<file path="config.mk">
export PLATFORM = sky130hd
export DESIGN_NAME = fmap_stream_src_flat
export DESIGN_NICKNAME = d
export VERILOG_FILES = /design/src/rtl/fmap_stream_src_if.sv /design/src/rtl/fmap_stream_src.sv /design/src/flat_wrapper.sv
export SDC_FILE = /design/constraint.sdc
export NUM_CORES = 2
export LEC_CHECK = 0
export BUFFER_PORTS_ARGS = -buffer_cell sky130_fd_sc_hd__buf_4
export CORE_ASPECT_RATIO = 1.75
export CORE_UTILIZATION = 50
export DETAILED_ROUTE_END_ITERATION = 6
export PLACE_DENSITY = 0.66
export SYNTH_ARGS = -nofsm -noshare
export SYNTH_HDL_FRONTEND = slang
export SYNTH_SLANG_ARGS = --single-unit
</file>
<file path="constraint.sdc">
create_clock -name clk -period 6.1 [get_ports clk]
set_input_delay 0 -clock clk [delete_from_list [all_inputs] [get_ports clk]]
set_output_delay 0 -clock clk [all_outputs]
set_load 0.03 [all_outputs]
</file>
<file path="src/rtl/fmap_stream_src_if.sv">
// rtl/fmap_stream_src_if.sv - buffer write port, frame start/busy and output beat stream of fmap_stream_src
interface fmap_stream_src_if #(
  parameter int N          = 16,
  parameter int CHANNEL    = 3,
  parameter int INPUT_SIZE = 6
);
  localparam int DEPTH = INPUT_SIZE * INPUT_SIZE;
  localparam int AW    = (DEPTH > 1) ? $clog2(DEPTH) : 1;

  logic                 wr_en;
  logic [AW-1:0]        wr_addr;
  logic [CHANNEL*N-1:0] wr_data;
  logic                 start;
  logic                 busy;
  logic [CHANNEL*N-1:0] dout;
  logic                 dout_vld;
  logic                 dout_end;

  modport master (
    input  wr_en, wr_addr, wr_data, start,
    output busy, dout, dout_vld, dout_end
  );

  modport slave (
    output wr_en, wr_addr, wr_data, start,
    input  busy, dout, dout_vld, dout_end
  );
endinterface

</file>
<file path="src/rtl/fmap_stream_src.sv">
// rtl/fmap_stream_src.sv - feature-map stream transmitter: raster order, zero border, fixed inter-beat gap
// Optional FMAP_SRC_PINGPONG_EN: two buffer banks, writes accepted while a frame is in flight.
module fmap_stream_src #(
  parameter int N          = 16,
  parameter int CHANNEL    = 3,
  parameter int INPUT_SIZE = 6,
  parameter int PADDING    = 0,
  parameter int GAP        = 0
) (
  input  logic              clk,
  input  logic              rst,
  fmap_stream_src_if.master bus
);
  localparam int W     = CHANNEL * N;
  localparam int DEPTH = INPUT_SIZE * INPUT_SIZE;
  localparam int AW    = (DEPTH > 1) ? $clog2(DEPTH) : 1;
  localparam int P     = INPUT_SIZE + 2 * PADDING;
  localparam int CW    = (P > 1) ? $clog2(P) : 1;
  localparam int GW    = (GAP > 1) ? $clog2(GAP) : 1;

  typedef enum logic [1:0] {
    IDLE,
    SEND,
    WAIT,
    DRAIN
  } state_t;

  state_t        state;
  state_t        next_state;
  logic [CW-1:0] row;
  logic [CW-1:0] col;
  logic [GW-1:0] gap_cnt;
  logic          busy_q;
  logic          start_acc;
  logic          issue;
  logic          last_beat;
  logic          border;
  int            row_i;
  int            col_i;
  logic [AW-1:0] rd_addr;

  logic          s1_vld;
  logic          s1_border;
  logic          s1_end;
  logic [W-1:0]  rd_data;
  logic [W-1:0]  dout_q;
  logic          dout_vld_q;
  logic          dout_end_q;

  logic          wr_ok;
  logic          rd_bank;
  logic          wr_bank;
  logic          wr_pend;
  logic          wr_pend_bank;
  logic [AW-1:0] wr_pend_addr;
  logic [W-1:0]  wr_pend_data;

`ifdef FMAP_SRC_PINGPONG_EN
  localparam int BANKS = 2;

  always_ff @(posedge clk) begin
    if (rst) begin
      rd_bank <= 1'b0;
    end else if (start_acc) begin
      rd_bank <= ~rd_bank;
    end
  end

  assign wr_bank = ~rd_bank;
  assign wr_ok   = 1'b1;
`else
  localparam int BANKS = 1;

  assign rd_bank = 1'b0;
  assign wr_bank = 1'b0;
  assign wr_ok   = ~busy_q;
`endif

  logic [W-1:0] mem [BANKS][DEPTH];

  // Writes are staged one cycle so a start in the same cycle still reads the previous contents.
  always_ff @(posedge clk) begin
    if (rst) begin
      wr_pend <= 1'b0;
    end else begin
      wr_pend <= bus.wr_en && wr_ok && (32'(bus.wr_addr) < DEPTH);
    end
    wr_pend_bank <= wr_bank;
    wr_pend_addr <= bus.wr_addr;
    wr_pend_data <= bus.wr_data;
  end

  always_ff @(posedge clk) begin
    if (wr_pend) begin
      mem[wr_pend_bank][wr_pend_addr] <= wr_pend_data;
    end
    if (issue && !border) begin
      rd_data <= mem[rd_bank][rd_addr];
    end
  end

  always_comb begin
    row_i     = int'(row);
    col_i     = int'(col);
    border    = (row_i < PADDING) || (row_i >= PADDING + INPUT_SIZE) ||
                (col_i < PADDING) || (col_i >= PADDING + INPUT_SIZE);
    last_beat = (row_i == P - 1) && (col_i == P - 1);
    rd_addr   = AW'((row_i - PADDING) * INPUT_SIZE + (col_i - PADDING));
  end

  always_ff @(posedge clk) begin
    if (rst) begin
      state <= IDLE;
    end else begin
      state <= next_state;
    end
  end

  // busy stays high through DRAIN and the dout_end cycle, which also blocks a restart until then.
  always_comb begin
    next_state = state;
    start_acc  = 1'b0;
    issue      = 1'b0;
    case (state)
      IDLE: begin
        if (bus.start && !busy_q) begin
          start_acc  = 1'b1;
          next_state = SEND;
        end
      end
      SEND: begin
        issue = 1'b1;
        if (last_beat) begin
          next_state = DRAIN;
        end else if (GAP > 0) begin
          next_state = WAIT;
        end
      end
      WAIT: begin
        if (int'(gap_cnt) == GAP - 1) begin
          next_state = SEND;
        end
      end
      DRAIN: begin
        next_state = IDLE;
      end
      default: begin
        next_state = IDLE;
      end
    endcase
  end

  always_ff @(posedge clk) begin
    if (rst || start_acc) begin
      row     <= '0;
      col     <= '0;
      gap_cnt <= '0;
    end else if (issue) begin
      gap_cnt <= '0;
      if (col_i == P - 1) begin
        col <= '0;
        row <= (row_i == P - 1) ? '0 : row + CW'(1);
      end else begin
        col <= col + CW'(1);
      end
    end else if (state == WAIT) begin
      gap_cnt <= gap_cnt + GW'(1);
    end
  end

  always_ff @(posedge clk) begin
    if (rst) begin
      s1_vld     <= 1'b0;
      s1_border  <= 1'b0;
      s1_end     <= 1'b0;
      dout_q     <= '0;
      dout_vld_q <= 1'b0;
      dout_end_q <= 1'b0;
    end else begin
      s1_vld     <= issue;
      s1_border  <= border;
      s1_end     <= last_beat;
      dout_vld_q <= s1_vld;
      dout_end_q <= s1_vld && s1_end;
      if (s1_vld) begin
        dout_q <= s1_border ? '0 : rd_data;
      end
    end
  end

  always_ff @(posedge clk) begin
    if (rst) begin
      busy_q <= 1'b0;
    end else if (start_acc) begin
      busy_q <= 1'b1;
    end else if (dout_end_q) begin
      busy_q <= 1'b0;
    end
  end

  assign bus.busy     = busy_q;
  assign bus.dout     = dout_q;
  assign bus.dout_vld = dout_vld_q;
  assign bus.dout_end = dout_end_q;
endmodule

</file>
<file path="src/flat_wrapper.sv">
// flat-port wrapper written by rule: the top's interface ports become plain ports
module fmap_stream_src_flat 
#(
  parameter int N          = 16,
  parameter int CHANNEL    = 3,
  parameter int INPUT_SIZE = 6,
  parameter int PADDING    = 0,
  parameter int GAP        = 0
)
  (clk, rst, bus_wr_en, bus_wr_addr, bus_wr_data, bus_start, bus_busy, bus_dout, bus_dout_vld, bus_dout_end);
  fmap_stream_src_if #(.N(N), .CHANNEL(CHANNEL), .INPUT_SIZE(INPUT_SIZE)) bus_i ();
  input  logic clk;
  input  logic rst;
  input wire logic [$bits(bus_i.wr_en)-1:0] bus_wr_en;
  input wire logic [$bits(bus_i.wr_addr)-1:0] bus_wr_addr;
  input wire logic [$bits(bus_i.wr_data)-1:0] bus_wr_data;
  input wire logic [$bits(bus_i.start)-1:0] bus_start;
  output wire logic [$bits(bus_i.busy)-1:0] bus_busy;
  output wire logic [$bits(bus_i.dout)-1:0] bus_dout;
  output wire logic [$bits(bus_i.dout_vld)-1:0] bus_dout_vld;
  output wire logic [$bits(bus_i.dout_end)-1:0] bus_dout_end;
  assign bus_i.wr_en = bus_wr_en;
  assign bus_i.wr_addr = bus_wr_addr;
  assign bus_i.wr_data = bus_wr_data;
  assign bus_i.start = bus_start;
  assign bus_busy = bus_i.busy;
  assign bus_dout = bus_i.dout;
  assign bus_dout_vld = bus_i.dout_vld;
  assign bus_dout_end = bus_i.dout_end;
  fmap_stream_src #(.N(N), .CHANNEL(CHANNEL), .INPUT_SIZE(INPUT_SIZE), .PADDING(PADDING), .GAP(GAP)) u_core (.clk(clk), .rst(rst), .bus(bus_i));
endmodule
</file>
==> qor.tcl <==
set qor(status) {complete, but fails checks}
set qor(violations_in_the_final_reports) {DRC}
set qor(synth_top_flop_cell) {edfxtp_1}
set qor(worst_r2r_path_depth) 9
set qor(regArea_mm2) 0.0557
set qor(timing.final.crit_share_pct) 71.5
set qor(synth-warning-count) 0
set qor(gp_routability_congestion) 0.767
set qor(finalClockSkew_ps) 36.0
set qor(worstSetupPathType) {flip-flop to flip-flop}
set qor(setup_viol) 0
set qor(worst-endpoint-required_ps) 6590
set qor(clk-insertion-delay-late_ps) 780
set qor(synth_area_leaders) {edfxtp_1 (75%), mux4_2 (12%), mux2i_1 (3.4%)}
set qor(drc) 46
set qor(yosys.cell_types.count) 41
set qor(cts_num_sinks) 1893
set qor(cts_root_buf) {clkbuf_16}
set qor(synth-seq-area-share_pct) 77.8
set qor(post_cts_resize_count) 0
set qor(netlist_instances) 3304
set qor(dp_hpwl_mm) 93.3
set qor(achievable-frequency_mhz) 229
set qor(post-route-util_pct) 57.5
set qor(place.port_buffers) 108
set qor(num_rows) 183
set qor(yosysTopAreaCellShare_pct) 74.5
set qor(grt_first_pass_wirelength_mm) 253
set qor(finalCriticalPeriod_ps) 4360
set qor(grt_start_max_net_pins) 86
set qor(hp-start) {bus_start}
set qor(drt_first_iter_violations) 3773
set qor(hold_path_depth) 5
set qor(tns_ps) 0
set qor(drt_first_pass_iters) 7
set qor(r2r-end) {u_core.rd_data[25]$_DFFE_PP_}
set qor(power_leakage_nw) 25.5
set qor(htreeDepth) 4
set qor(design.portCount) 109
set qor(first_global_vias) 34900
set qor(data_arrival_at_the_endpoint_of_the_critical_path_ps) 4850
set qor(async_flop_share_pct) 0
set qor(fp.coreArea_mm2) 0.142
set qor(start_util_pct) 50.4
set qor(r2r_start) {u_core.row[0]$_SDFFE_PP0P_}
set qor(crit_fanout) 36
set qor(ctsLongestPathBuffers) 3
set qor(synthToLayoutAreaGrowth_pct) 14.1
set qor(num-fill-cells) 10300
set qor(r2r_setup_slack_ps) 1740
set qor(post_synth.cell_area_avg_um2) 21.7
set qor(cts_made_buffers) 164
set qor(yosys-top-cells-count) {edfxtp_1 (1776), mux4_2 (384), mux2i_1 (241)}
set qor(number_of_synthesized_flops_with_an_enable_pin) 1776
set qor(postSynthNetCount) 3372
set qor(cts_tree) {done}
set qor(drv_cap) 0
set qor(post_route_cells_drive_above_1_share_pct) 24.4
set qor(final_antenna_net_count) 0
set qor(powerDensity_mw_per_mm2) 319
set qor(final_wirelength_mm) 179
set qor(grt_overflow) 0
set qor(report.final.slew_viol_count) 0
set qor(route.detailed.wl_per_inst_um) 31.9
set qor(syn-cell-area_mm2) 0.0716
set qor(die-area_mm2) 0.145
set qor(min-delay-path-class) {input pin to flip-flop}
set qor(synth_seq_cells) 1893
set qor(grt_setup_unrepaired) {no}
set qor(clkSlewWorstSetupHoldPaths_ps) 60
set qor(grtUsageTotal_pct) 25.0
set qor(whs_endpoint) {u_core.bus.busy$_SDFFE_PP0P_}
set qor(antenna_found_initial) 1
set qor(tightest_slew_ps) 1390
set qor(post_drt_via_cell_ratio) 6.18
set qor(die_y_um) 503
set qor(die_width_um) 288
set qor(multi_input_area_mm2) 0.0149
set qor(top_count_cell_post_synth) {edfxtp_1}
set qor(crit_path_end_kind) {flip-flop}
set qor(post-synth-top-area-cell) {edfxtp_1}
set qor(ir_drop_mv) 0.259
set qor(normalized_max_slew_margin_pct) 7.09
set qor(timing_hold_violations_final) 0
set qor(design.final.nets) 3684
set qor(vias) 34600
set qor(critPathLaunchType) {flip-flop}
-- critical path, stage by stage (launching register included) --
cell,delay [ps]
dfxtp_1,450
inv_1,80
ha_1,340
fa_4,970
and2_2,1130
buf_4,450
a22oi_1,160
a21oi_1,210
a211o_1,140
o221ai_1,110
-- per-stage QoR --
step	setup slack (ps)	hold slack (ps)	cells	power, mW	area [um2]
after detailed placement	1880	105	5186	15.6	75000
after global placement	1960	104	5186	15.6	75000
after floorplan	2690	27.7	3304	15.2	71600
final	1740	259	5606	26.1	81700
after global routing	1680	257	5605	26.6	81700
after CTS	1810	196	5604	26.2	81700
-- area by class of cell --
cell class | count | area share, %
sequential | 1893 | 68.2
timing repair buffer | 320 | 3.50
tap | 1850 | 2.83
inverter | 103 | 0.473
antenna | 2 | 0.00613
multi-input combinational | 1134 | 18.3
clock buffer | 226 | 5.64
clock inverter | 78 | 1.11
-- layer usage --
metal	global-route usage (%)	vias to the layer above	share of wire, %	routed length [um]
met5	0	-	0	0
met4	8.41	0	3.2	5750
met3	3.10	293	6.4	11400
met2	43.9	1453	53	94400
met1	32.3	18600	38	67300
li1	-	14300	-	-
-- report_power, final --
part / switching (mW) / internal [mW] / leakage, nW
combinational: 0.432 / 0.431 / 5.85
clock: 4.66 / 6.04 / 2.67
sequential: 0.220 / 14.3 / 16.9
-- logic make-up (layout without fill, tap and decap cells) --
logic type / Yosys count / count (layout) / share of synthesized area (%)
AO/OA/AOI/OAI: 305 / 305 / 3.34
XOR/XNOR: 3 / 3 / 0.0472
adder cells (fa/ha/maj): 10 / 10 / 0.196
buffers and inverters: 277 / 727 / 1.88
flip-flops: 1893 / 1893 / 77.8
multiplexers: 625 / 625 / 15.5
other: 0 / 2 / 0
AND/OR/NAND/NOR: 191 / 191 / 1.31
-- sequential cells by signal, summed over array words and instances (netlist names), 2 cells and up --
| name | count |
|---|---|
| u_core.state | 2 |
| u_core.wr_pend_data | 48 |
| u_core.row | 3 |
| u_core.wr_pend_addr | 6 |
| u_core.rd_data | 48 |
| u_core.mem | 1728 |
| u_core.col | 3 |
| u_core.bus.dout | 48 |
-- cells in the final DEF, fill, tap and decap left out, types with 3 or more instances in the layout --
cell type / instances
a211o_1: 48
clkbuf_16: 171
nor2b_4: 3
clkbuf_8: 12
nor2_4: 38
clkinv_1: 60
buf_4: 192
inv_6: 5
mux2i_1: 241
clkbuf_1: 43
o221ai_2: 38
nand2b_1: 5
nor2_1: 61
bufinv_16: 17
dlygate4sd3_1: 114
buf_12: 14
o221ai_1: 10
dfxtp_1: 115
a22oi_1: 96
inv_1: 68
nor3_1: 5
a21oi_1: 104
nand3b_1: 7
nor2b_1: 53
clkinv_2: 16
edfxtp_1: 1776
clkinvlp_4: 5
mux4_2: 384
nand3_1: 3
ha_1: 7
nand2_1: 7
clkinv_4: 3
-- how the worst max path moves through the flow --
| stage | startpoint | depth (start not counted) | endpoint |
|---|---|---|---|
| floorplan | u_core.row[0]$_SDFFE_PP0P_ | 4 | u_core.rd_data[0]$_DFFE_PP_ |
| global placement | u_core.row[0]$_SDFFE_PP0P_ | 9 | u_core.rd_data[25]$_DFFE_PP_ |
| detailed placement | u_core.row[0]$_SDFFE_PP0P_ | 9 | u_core.rd_data[25]$_DFFE_PP_ |
| CTS | u_core.row[0]$_SDFFE_PP0P_ | 9 | u_core.rd_data[25]$_DFFE_PP_ |
| global route | u_core.row[0]$_SDFFE_PP0P_ | 9 | u_core.rd_data[25]$_DFFE_PP_ |
| finish | u_core.row[0]$_SDFFE_PP0P_ | 9 | u_core.rd_data[25]$_DFFE_PP_ |
-- repair_timing --
action                                  4_1_cts  5_1_grt
hold endpoints to repair                    117        0
setup buffers                                 0        0
endpoints found under the setup margin        0        0
hold buffers                                114        0
Power figures use the tool's default switching activity.
